`config.mk`:
```
export PLATFORM = sky130hd
export DESIGN_NAME = down_count_wrap_monitor
export DESIGN_NICKNAME = d
export VERILOG_FILES = /design/src/rtl/down_count_wrap_monitor_pkg.sv /design/src/rtl/down_count_wrap_monitor_classifier.sv /design/src/rtl/down_count_wrap_monitor.sv
export SDC_FILE = /design/constraint.sdc
export NUM_CORES = 1
export LEC_CHECK = 0
export ABC_AREA = 1
export CAP_MARGIN = 20
export CORE_AREA = 5 5 54 56
export DETAILED_ROUTE_END_ITERATION = 10
export DIE_AREA = 0 0 59 61
export PLACE_DENSITY = 0.75
export RECOVER_POWER = 100
export SYNTH_ARGS = -nofsm -noshare
export SYNTH_HDL_FRONTEND = slang
export SYNTH_HIERARCHICAL = 1
export SYNTH_SLANG_ARGS = --single-unit
```
`constraint.sdc`:
```
create_clock -name clk -period 7.5 [get_ports clk]
set_clock_uncertainty 0.1 [all_clocks]
set_input_delay 2.25 -clock clk [delete_from_list [all_inputs] [get_ports clk]]
set_output_delay 2.25 -clock clk [all_outputs]
set_load 0.05 [all_outputs]
```
`src/rtl/down_count_wrap_monitor_pkg.sv`:
```
// Shared types and constants for the down-counter wrap monitor.
// Holds the IRQ FSM state, the step classification and batch counter sizing.
package down_count_wrap_monitor_pkg;

    typedef enum logic {
        StIdle,
        StIrq
    } irq_state_e;

    typedef enum logic [1:0] {
        ClsHold,
        ClsStep,
        ClsWrap,
        ClsOther
    } step_class_e;

    localparam int unsigned BatchW = 3;
    localparam logic [BatchW-1:0] BatchMax = 3'd7;

endpackage

```
`src/rtl/down_count_wrap_monitor_classifier.sv`:
```
// Combinational classifier: compares a new count sample against the previous one
// and reports hold, single decrement, underflow wrap, or anything else.
module count_step_classifier
    import down_count_wrap_monitor_pkg::*;
#(
    parameter int unsigned WIDTH = 4
) (
    input  logic [WIDTH-1:0] i_prev_count,
    input  logic [WIDTH-1:0] i_count_in,
    input  logic             i_prev_valid,
    output step_class_e      o_class
);

    localparam logic [WIDTH-1:0] CountOne = {{(WIDTH-1){1'b0}}, 1'b1};
    localparam logic [WIDTH-1:0] CountMax = {WIDTH{1'b1}};

    logic [WIDTH-1:0] w_prev_dec;

    assign w_prev_dec = i_prev_count - CountOne;

    always_comb begin
        o_class = ClsHold;
        // Without a valid previous sample there is nothing to compare against.
        if (i_prev_valid) begin
            if (i_count_in == i_prev_count) begin
                o_class = ClsHold;
            end else if ((i_prev_count == '0) && (i_count_in == CountMax)) begin
                o_class = ClsWrap;
            end else if ((i_prev_count != '0) && (i_count_in == w_prev_dec)) begin
                o_class = ClsStep;
            end else begin
                o_class = ClsOther;
            end
        end
    end

endmodule

```
`src/rtl/down_count_wrap_monitor.sv`:
```
// Watches a down counter for underflow wraps, totals them, batches them into an
// acknowledged interrupt, and flags discontinuous count sequences.
module down_count_wrap_monitor
    import down_count_wrap_monitor_pkg::*;
#(
    parameter int unsigned WIDTH      = 4,
    parameter int unsigned EVT_W      = 8,
    parameter int unsigned IRQ_THRESH = 2
) (
    input  logic             clk,
    input  logic             reset,
    input  logic [WIDTH-1:0] count_in,
    input  logic             sample_en,
    input  logic             irq_ack,
    output logic             wrap_pulse,
    output logic [EVT_W-1:0] wrap_count,
    output logic             irq,
    output logic             seq_err,
    output logic             lost
);

    localparam logic [BatchW-1:0] ThreshB  = BatchW'(IRQ_THRESH);
    localparam logic [BatchW:0]   ThreshW  = (BatchW + 1)'(IRQ_THRESH);
    localparam logic [BatchW:0]   BatchMaxW = {1'b0, BatchMax};
    localparam logic [EVT_W-1:0]  EvtOne   = {{(EVT_W-1){1'b0}}, 1'b1};

    logic [WIDTH-1:0]  r_prev_count;
    logic              r_prev_valid;
    logic              r_wrap_pulse;
    logic [EVT_W-1:0]  r_wrap_count;
    logic [BatchW-1:0] r_batch;
    logic              r_seq_err;
    logic              r_lost;
    logic              r_rearm;
    irq_state_e        r_state;

    step_class_e       w_class;
    logic              w_sample_wrap;
    logic              w_sample_other;
    logic              w_ack;
    logic [BatchW:0]   w_batch_sum;
    logic [BatchW-1:0] w_batch_d;
    logic              w_lost_set;
    logic              w_rearm_d;
    irq_state_e        w_state_d;

    count_step_classifier #(
        .WIDTH (WIDTH)
    ) u_classifier (
        .i_prev_count (r_prev_count),
        .i_count_in   (count_in),
        .i_prev_valid (r_prev_valid),
        .o_class      (w_class)
    );

    assign w_sample_wrap  = sample_en && (w_class == ClsWrap);
    assign w_sample_other = sample_en && (w_class == ClsOther);

    // Only an acknowledge seen while irq is actually asserted counts; this ignores
    // it in IDLE and during the one-cycle re-arm gap.
    assign w_ack = irq_ack && (r_state == StIrq) && !r_rearm;

    // Batch never underflows: in StIrq it is always at least IRQ_THRESH.
    always_comb begin
        w_batch_sum = {1'b0, r_batch} + {{BatchW{1'b0}}, w_sample_wrap};
        if (w_ack) begin
            w_batch_sum = w_batch_sum - ThreshW;
        end
        w_lost_set = 1'b0;
        w_batch_d  = w_batch_sum[BatchW-1:0];
        if (w_batch_sum > BatchMaxW) begin
            w_batch_d  = BatchMax;
            w_lost_set = 1'b1;
        end
    end

    always_comb begin
        w_state_d = r_state;
        w_rearm_d = 1'b0;
        unique case (r_state)
            StIdle: begin
                if (w_batch_d >= ThreshB) begin
                    w_state_d = StIrq;
                end
            end
            StIrq: begin
                if (w_ack) begin
                    if (w_batch_d < ThreshB) begin
                        w_state_d = StIdle;
                    end else begin
                        w_rearm_d = 1'b1;
                    end
                end
            end
            default: w_state_d = StIdle;
        endcase
    end

    always_ff @(posedge clk or posedge reset) begin
        if (reset) begin
            r_prev_count <= '0;
            r_prev_valid <= 1'b0;
            r_wrap_pulse <= 1'b0;
            r_wrap_count <= '0;
            r_seq_err    <= 1'b0;
        end else begin
            r_wrap_pulse <= w_sample_wrap;
            if (sample_en) begin
                r_prev_count <= count_in;
                r_prev_valid <= 1'b1;
            end
            if (w_sample_wrap) begin
                r_wrap_count <= r_wrap_count + EvtOne;
            end
            if (w_sample_other) begin
                r_seq_err <= 1'b1;
            end
        end
    end

    always_ff @(posedge clk or posedge reset) begin
        if (reset) begin
            r_batch <= '0;
            r_lost  <= 1'b0;
            r_rearm <= 1'b0;
            r_state <= StIdle;
        end else begin
            r_batch <= w_batch_d;
            r_rearm <= w_rearm_d;
            r_state <= w_state_d;
            if (w_lost_set) begin
                r_lost <= 1'b1;
            end
        end
    end

    assign wrap_pulse = r_wrap_pulse;
    assign wrap_count = r_wrap_count;
    assign irq        = (r_state == StIrq) && !r_rearm;
    assign seq_err    = r_seq_err;
    assign lost       = r_lost;

endmodule

```
Yosys cells after proc, flatten, opt, wreduce, memory -nomap -nowiden
Index checks and enable logic that the tools add are counted.

operators by class
  add/sub/neg operators = 4
  order comparisons = 3
  equality and inequality tests = 5
  mux-type cells = 13
  bitwise logic cells = 1
  reductions and logical operators = 10

operators with widths
  cell                                                                                  count
  8-bit by 1-bit adder with 8-bit output (second input constant)                        1
  4-bit equality test                                                                   2
  2-bit two-way mux                                                                     4
  1-bit logical AND                                                                     7
  1-bit two-way mux                                                                     6
  3-bit by 1-bit adder with 4-bit output                                                1
  2-bit equality test (second input constant)                                           2
  4-bit equality test (second input constant)                                           1
  4-bit by 3-bit > comparator with 1-bit output (second input constant)                 1
  4-bit logical NOT                                                                     1
  4-bit two-way mux                                                                     1
  4-bit nonzero test                                                                    1
  4-bit by 1-bit subtractor with 4-bit output (second input constant)                   1
  4-bit by 2-bit subtractor with 4-bit output (second input constant)                   1
  3-bit by 2-bit greater-or-equal comparator with 1-bit output (second input constant)  1
  3-bit by 2-bit less-than comparator with 1-bit output (second input constant)         1
  3-bit two-way mux                                                                     1
  1-bit case mux with 2 select lines                                                    1
  1-bit logical NOT                                                                     1
  1-bit inverter                                                                        1

storage, ports and cells
  bits in registers = 21
  input bits = 8
  word-level logic and storage cells = 45

Depth between registers and ports, before layout
  word-level depth = 18
  depth in mapped cells = 21
  depth with buffers taken out = 21

Cells and area by module
Netlist, hierarchy kept.

modules (own cells, without submodules)
  module                   times used  cells each  area each (µm²)  seq. area each (µm²)
  down_count_wrap_monitor  1           116         1009.7           525.5
  count_step_classifier    1           50          221.5            0.0

Worst setup path after synthesis
Ideal clock, no wire load.

  kind = input to register
  start = input port count_in[3]
  end = register r_batch[0]
  library setup time = 0.127 ns
  arrival = 4.056 ns
  path slack = 3.216 ns
  stages = 17
  cell sequence = inv_1 > nand2_1 > nand2_1 > nor2_1 > nand2_1 > nand2_2 > a21oi_2 > nand3b_4 > inv_2 > ha_1 > ha_1 > inv_1 > ha_1 > nand4_1 > nand2_1 > nand2_1 > or2_2

between the ends
  longest elaborated chain between the ends = 13
  elaborated cells on any way between the ends = 16
  classes of those cells = 2 x add/sub; 1 x order compare; 4 x eq/ne; 6 x mux; 3 x reduce/logical

ends and longest elaborated chain
  element                                        line                                      source
  start, declared                                down_count_wrap_monitor.sv:12             input logic [WIDTH-1:0] count_in,
  4-bit equality test                            down_count_wrap_monitor_classifier.sv:29  end else if ((i_prev_count != '0) && (i_count_in == w_prev_dec)) begin
  1-bit logical AND                              down_count_wrap_monitor_classifier.sv:29
  2-bit two-way mux                              down_count_wrap_monitor_classifier.sv:29
  2-bit two-way mux                              down_count_wrap_monitor_classifier.sv:27  end else if ((i_prev_count == '0) && (i_count_in == CountMax)) begin
  2-bit two-way mux *                            down_count_wrap_monitor_classifier.sv:25  if (i_count_in == i_prev_count) begin
  2-bit two-way mux *                            down_count_wrap_monitor_classifier.sv:24  if (i_prev_valid) begin
  via w_class[1]                                 down_count_wrap_monitor.sv:37             step_class_e w_class;
  2-bit equality test *                          down_count_wrap_monitor.sv:56             assign w_sample_wrap = sample_en && (w_class == ClsWrap);
  1-bit logical AND *                            down_count_wrap_monitor.sv:56
  via w_sample_wrap                              down_count_wrap_monitor.sv:38             logic w_sample_wrap;
  3-bit by 1-bit adder with 4-bit output *       down_count_wrap_monitor.sv:65             w_batch_sum = {1'b0, r_batch} + {{BatchW{1'b0}}, w_sample_wrap};
  4-bit by 2-bit subtractor with 4-bit output    down_count_wrap_monitor.sv:67             w_batch_sum = w_batch_sum - ThreshW;
  4-bit two-way mux *                            down_count_wrap_monitor.sv:66             if (w_ack) begin
  4-bit by 3-bit > comparator with 1-bit output  down_count_wrap_monitor.sv:71             if (w_batch_sum > BatchMaxW) begin
  3-bit two-way mux *                            down_count_wrap_monitor.sv:71
  via w_batch_d[0]                               down_count_wrap_monitor.sv:42             logic [BatchW-1:0] w_batch_d;
  end signal, assigned                           down_count_wrap_monitor.sv:128            r_batch <= w_batch_d;
  end, declared                                  down_count_wrap_monitor.sv:31             logic [BatchW-1:0] r_batch;

The timed path passes the listed nets; every way through them passes the cells marked *.
A chain may end at the register's enable or synchronous reset.

Worst setup path after layout
  start = input port count_in[3]
  end = register r_lost, in the netlist lost

between the ends
  longest elaborated chain between the ends = 13
  elaborated cells on any way between the ends = 16
  classes of those cells = 2 x add/sub; 1 x order compare; 4 x eq/ne; 6 x mux; 3 x reduce/logical

ends and longest elaborated chain
  element                                          line                                      source
  4-bit equality test                              down_count_wrap_monitor_classifier.sv:29
  1-bit logical AND                                down_count_wrap_monitor_classifier.sv:29
  2-bit two-way mux                                down_count_wrap_monitor_classifier.sv:29
  2-bit two-way mux                                down_count_wrap_monitor_classifier.sv:27
  2-bit two-way mux *                              down_count_wrap_monitor_classifier.sv:25
  2-bit two-way mux *                              down_count_wrap_monitor_classifier.sv:24
  via w_class[1]                                   down_count_wrap_monitor.sv:37
  2-bit equality test *                            down_count_wrap_monitor.sv:56
  1-bit logical AND *                              down_count_wrap_monitor.sv:56
  via w_sample_wrap                                down_count_wrap_monitor.sv:38
  3-bit by 1-bit adder with 4-bit output *         down_count_wrap_monitor.sv:65
  4-bit by 2-bit subtractor with 4-bit output      down_count_wrap_monitor.sv:67
  4-bit two-way mux *                              down_count_wrap_monitor.sv:66
  4-bit by 3-bit > comparator with 1-bit output *  down_count_wrap_monitor.sv:71
  1-bit two-way mux *                              down_count_wrap_monitor.sv:71
  end signal, assigned                             down_count_wrap_monitor.sv:124            r_lost <= 1'b0;
  end signal, assigned                             down_count_wrap_monitor.sv:132            r_lost <= 1'b1;
  end, declared                                    down_count_wrap_monitor.sv:33             logic r_lost;

Marks and branches as above.

==> impl_table.tex <==
\begin{tabular}{lr}
\hline
Metric & Value \\
\hline
\multicolumn{2}{l}{\textbf{Final layout}} \\
\quad Register area & 526 um\^{}2 \\
\quad Fill count & 237 \\
\quad Number of nets in the final layout & 203 \\
\quad Layout area overhead & 18.3\% \\
\quad Cell area after layout & 1460 um\^{}2 \\
\quad Inserted Diodes & 0 \\
\quad Layout cells sized above 1 & 7.94\% \\
\quad Multi-input logic area & 568 um\^{}2 \\
\multicolumn{2}{l}{\textbf{Synthesis}} \\
\quad Post-Synthesis Mean Instance Area & 7.42 um\^{}2 \\
\quad Most common cell in the netlist & sky130\_fd\_sc\_hd\_\_nand2\_1 \\
\quad Post-synthesis cell type with the largest combined area & sky130\_fd\_sc\_hd\_\_dfrtp\_1 \\
\quad Number of enable flip-flop cells after synthesis & 0 \\
\quad Share of synthesized flip-flops with an asynchronous set or reset & 100\% \\
\quad Sequential cell area fraction in the yosys report & 42.7\% \\
\quad Net count after synthesis & 179 \\
\quad Most used standard cells in the synthesized netlist & sky130\_fd\_sc\_hd\_\_nand2\_1, sky130\_fd\_sc\_hd\_\_inv\_1, sky130\_fd\_sc\_hd\_\_dfrtp\_1 \\
\quad Dominant synthesized flop cell & sky130\_fd\_sc\_hd\_\_dfrtp\_1 \\
\quad Cells taking the most area after synthesis & sky130\_fd\_sc\_hd\_\_dfrtp\_1, sky130\_fd\_sc\_hd\_\_nand2\_1, sky130\_fd\_sc\_hd\_\_inv\_1 \\
\quad Post-synthesis instance area & 1230 um\^{}2 \\
\quad Instance count of the mapped netlist & 166 \\
\quad Number of synthesis warnings & 6 \\
\quad Count of different cell masters after synthesis & 21 \\
\quad Number of synthesized register bits & 21 \\
\quad Share of the synthesized area in the top cell type & 42.7\% \\
\multicolumn{2}{l}{\textbf{STA}} \\
\quad Fmax & 200 MHz \\
\quad Share of the cycle needed by the critical path after routing & 66.6\% \\
\quad Tightest Pin Transition & 0.770 ns \\
\quad Post-layout minimum cycle time & 5.00 ns \\
\quad Worst slew margin & 48.6\% \\
\quad Unrepaired setup endpoints after global routing & false \\
\quad Setup violation total in the final timing report & 0 \\
\quad Number of endpoints with negative hold slack in the final report & 0 \\
\quad Max Transition Viols Final & 0 \\
\quad Final sum of negative setup slack & 0 ns \\
\multicolumn{2}{l}{\textbf{Critical path}} \\
\quad Setup crit start kind & primary input \\
\quad Worst setup path class & primary input to flop \\
\quad Critical path's largest stage delay & 0.61 ns \\
\quad Critical Path, Cell by Cell & dlygate4sd3\_1 > inv\_1 > nand2\_1 > nand2\_1 > nor2\_1 > nand2\_1 > nand2\_2 > a21oi\_1 > nand3b\_1 > inv\_1 > ha\_1 > ha\_1 > nand2\_1 > nand2\_1 > ha\_1 > nand4\_1 > nand2\_1 > nand2\_1 > or2\_2 \\
\quad Critical path's slowest cell & sky130\_fd\_sc\_hd\_\_dlygate4sd3\_1 \\
\quad Register-to-Register Path Depth & 20 \\
\quad Setup slack on the worst flop-to-flop path & 4.39 ns \\
\quad Critical R2R Capture & lost \\
\quad Maximum fanout count along the critical path & 7 \\
\quad Reg-to-Reg Start & r\_prev\_count[0] \\
\quad Worst endpoint data arrival time & 5.10 ns \\
\quad Data required time at the worst endpoint & 7.61 ns \\
\quad Crit end category & flop \\
\quad Most used cell, CP & sky130\_fd\_sc\_hd\_\_nand2\_1 \\
\multicolumn{2}{l}{\textbf{Clock tree}} \\
\quad CTS Root Cell & sky130\_fd\_sc\_hd\_\_clkbuf\_4 \\
\quad Post-CTS clock slew at the launch and capture registers of the worst setup and hold paths & 0.12 ns \\
\quad H-tree depth reported by CTS & 1 \\
\quad Number of CTS-inserted buffers & 3 \\
\quad CTS tree & built \\
\quad Clock net sink count & 21 \\
\quad Count of instances resized after the clock tree is built & 0 \\
\quad Maximum buffer depth of the clock tree & 2 \\
\quad Number of buffers inserted for hold repair after clock tree synthesis & 0 \\
\quad Skew-Pair Late Insertion Delay & 0.31 ns \\
\quad Number of buffers inserted to repair setup after CTS & 0 \\
\multicolumn{2}{l}{\textbf{Drt}} \\
\quad Wire length after detailed routing & 2460 um \\
\quad Drt wl/cell & 11.2 um \\
\quad Final antenna-violating net count & 0 \\
\quad Routed via count & 1,076 \\
\quad First-pass iteration count of the detailed router & 4 \\
\quad DRC errors left & 0 \\
\quad Number of DRC violations after detailed-routing iteration 0 & 27 \\
\quad Vias per Instance & 4.91 \\
\multicolumn{2}{l}{\textbf{GRT}} \\
\quad GRT Residual Overflow & 0 \\
\quad Vias in the first global route & 1,058 \\
\quad Total routing usage reported by global routing & 15.2\% \\
\quad Number of antenna violations at the first check in global routing & 0 \\
\quad First-pass GRT wire length & 4250 um \\
\quad Largest net degree at the start of global routing & 22 \\
\multicolumn{2}{l}{\textbf{Placement}} \\
\quad Port-buffer cells & 19 \\
\quad Detailed placer's ending HPWL & 1980 um \\
\quad Placed cell area & 1460 um\^{}2 \\
\quad Placer's final routability congestion estimate & 0.839 \\
\multicolumn{2}{l}{\textbf{Floorplan}} \\
\quad Boundary Pins & 20 \\
\quad Die Height & 61 um \\
\quad Initial core utilization & 51.6\% \\
\quad Standard-cell row count & 18 \\
\quad Overall die width & 59 um \\
\quad Core outline area & 2390 um\^{}2 \\
\quad Area enclosed by the die boundary & 3600 um\^{}2 \\
\multicolumn{2}{l}{\textbf{Run}} \\
\quad Maximum capacitance violations & 0 \\
\multicolumn{2}{l}{\textbf{Hold path}} \\
\quad Cells on Worst Hold Path & 1 \\
\quad Worst min-delay path endpoint & lost \\
\quad Worst min path class & flop to flop \\
\quad Worst min-delay path startpoint & lost \\
\multicolumn{2}{l}{\textbf{Power}} \\
\quad Power Dens Cells & 295 nW/um\^{}2 \\
\quad Static leakage power & 0.812 nW \\
\quad Worst ir drop on vdd & 0.000200 V \\
\multicolumn{2}{l}{\textbf{Outcome}} \\
\quad Status & finished, final reports clean \\
\hline
\end{tabular}
==> flip-flops by register name, summed over array words and instances, names as in the netlist <==
register      count
wrap_count        8
r_prev_count      4
r_batch           3
lost              1
r_prev_valid      1
r_rearm           1
r_state           1
seq_err           1
wrap_pulse        1
==> placed cells by master (no fill, tap or decap) <==
| cell type | n |
|---|---|
| sky130_fd_sc_hd__nand2_1 | 62 |
| sky130_fd_sc_hd__inv_1 | 25 |
| sky130_fd_sc_hd__dfrtp_1 | 21 |
| sky130_fd_sc_hd__dlygate4sd3_1 | 15 |
| sky130_fd_sc_hd__nor2_1 | 13 |
| sky130_fd_sc_hd__nand3_1 | 11 |
| sky130_fd_sc_hd__nand4_1 | 6 |
| sky130_fd_sc_hd__ha_1 | 5 |
| sky130_fd_sc_hd__clkdlybuf4s50_1 | 4 |
| sky130_fd_sc_hd__inv_2 | 4 |
| sky130_fd_sc_hd__or2_2 | 3 |
| sky130_fd_sc_hd__xor2_1 | 3 |
| sky130_fd_sc_hd__clkbuf_4 | 3 |
| sky130_fd_sc_hd__nand2_2 | 3 |
| sky130_fd_sc_hd__nor3_1 | 2 |
| sky130_fd_sc_hd__nand3b_1 | 2 |
| sky130_fd_sc_hd__xnor2_1 | 2 |
| sky130_fd_sc_hd__a31o_2 | 1 |
| sky130_fd_sc_hd__o21ai_0 | 1 |
| sky130_fd_sc_hd__clkbuf_1 | 1 |
| sky130_fd_sc_hd__nor2_2 | 1 |
| sky130_fd_sc_hd__a21oi_1 | 1 |
==> logic make-up after synthesis <==
family	synth area share (%)
AND/OR/NAND/NOR	38.0
buffers and inverters	8.84
flip-flops	42.7
XOR/XNOR	3.56
adder cells (fa/ha/maj)	5.08
AO/OA/AOI/OAI	1.83
==> worst max path at each step <==
stage	from	slack [ns]	to	cells past startpoint
2_1_floorplan	count_in[3]	3.22	r_batch[0]	17
3_5_place_dp	count_in[3]	2.39	lost	18
6_report	count_in[3]	2.50	lost	19
4_1_cts	count_in[3]	2.71	lost	18
5_1_grt	count_in[3]	2.23	lost	18
3_3_place_gp	count_in[1]	2.50	r_batch[0]	18
==> worst max-delay path, delay by kind of cell <==
kind / cells / cell delay [ns]
adders and majority gates: 3 / 0.57
and+or+nand+nor: 12 / 1.20
buffers and inverters: 3 / 0.93
AOI/OAI and AO/OA: 1 / 0.17
==> per-stage QoR <==
stage               util (%)  worst slack [ns]  power (W)  hold slack, ns  instances
global route            61.0              2.23   0.000460           0.409        219
CTS                     62.2              2.71   0.000445           0.390        219
detailed placement      61.1              2.39   0.000390           0.353        215
finish                  61.0              2.50   0.000430           0.384        219
global placement        61.1              2.50   0.000382           0.361        215
floorplan                  -              3.22   0.000321           0.361        166
==> per-layer routing <==
layer  global-route usage (%)  share of wire [%]  up-vias  wire length, um
met5                        0                  0        -                0
li1                         -                  -      556                -
met3                     3.40                3.8        4               93
met2                     26.2                 49       15             1200
met4                     6.47                1.0        0               25
met1                     18.4                 47      501             1150
==> layout make-up <==
| type | count | share of cell area (%) |
|---|---|---|
| clock buffer | 4 | 1.80 |
| timing repair buffer | 19 | 13.1 |
| sequential | 21 | 36.1 |
| tap | 30 | 2.58 |
| inverter | 29 | 7.47 |
| multi-input combinational | 116 | 39.0 |
==> report_power, final <==
part / switching, W / internal [W] / total, W
Clock: 0.0000343 / 0.0000208 / 0.0000550
Combinational: 0.000139 / 0.0000664 / 0.000206
Sequential: 0.0000276 / 0.000142 / 0.000170
Total: 0.000201 / 0.000229 / 0.000430
Power figures use the tool's default switching activity.
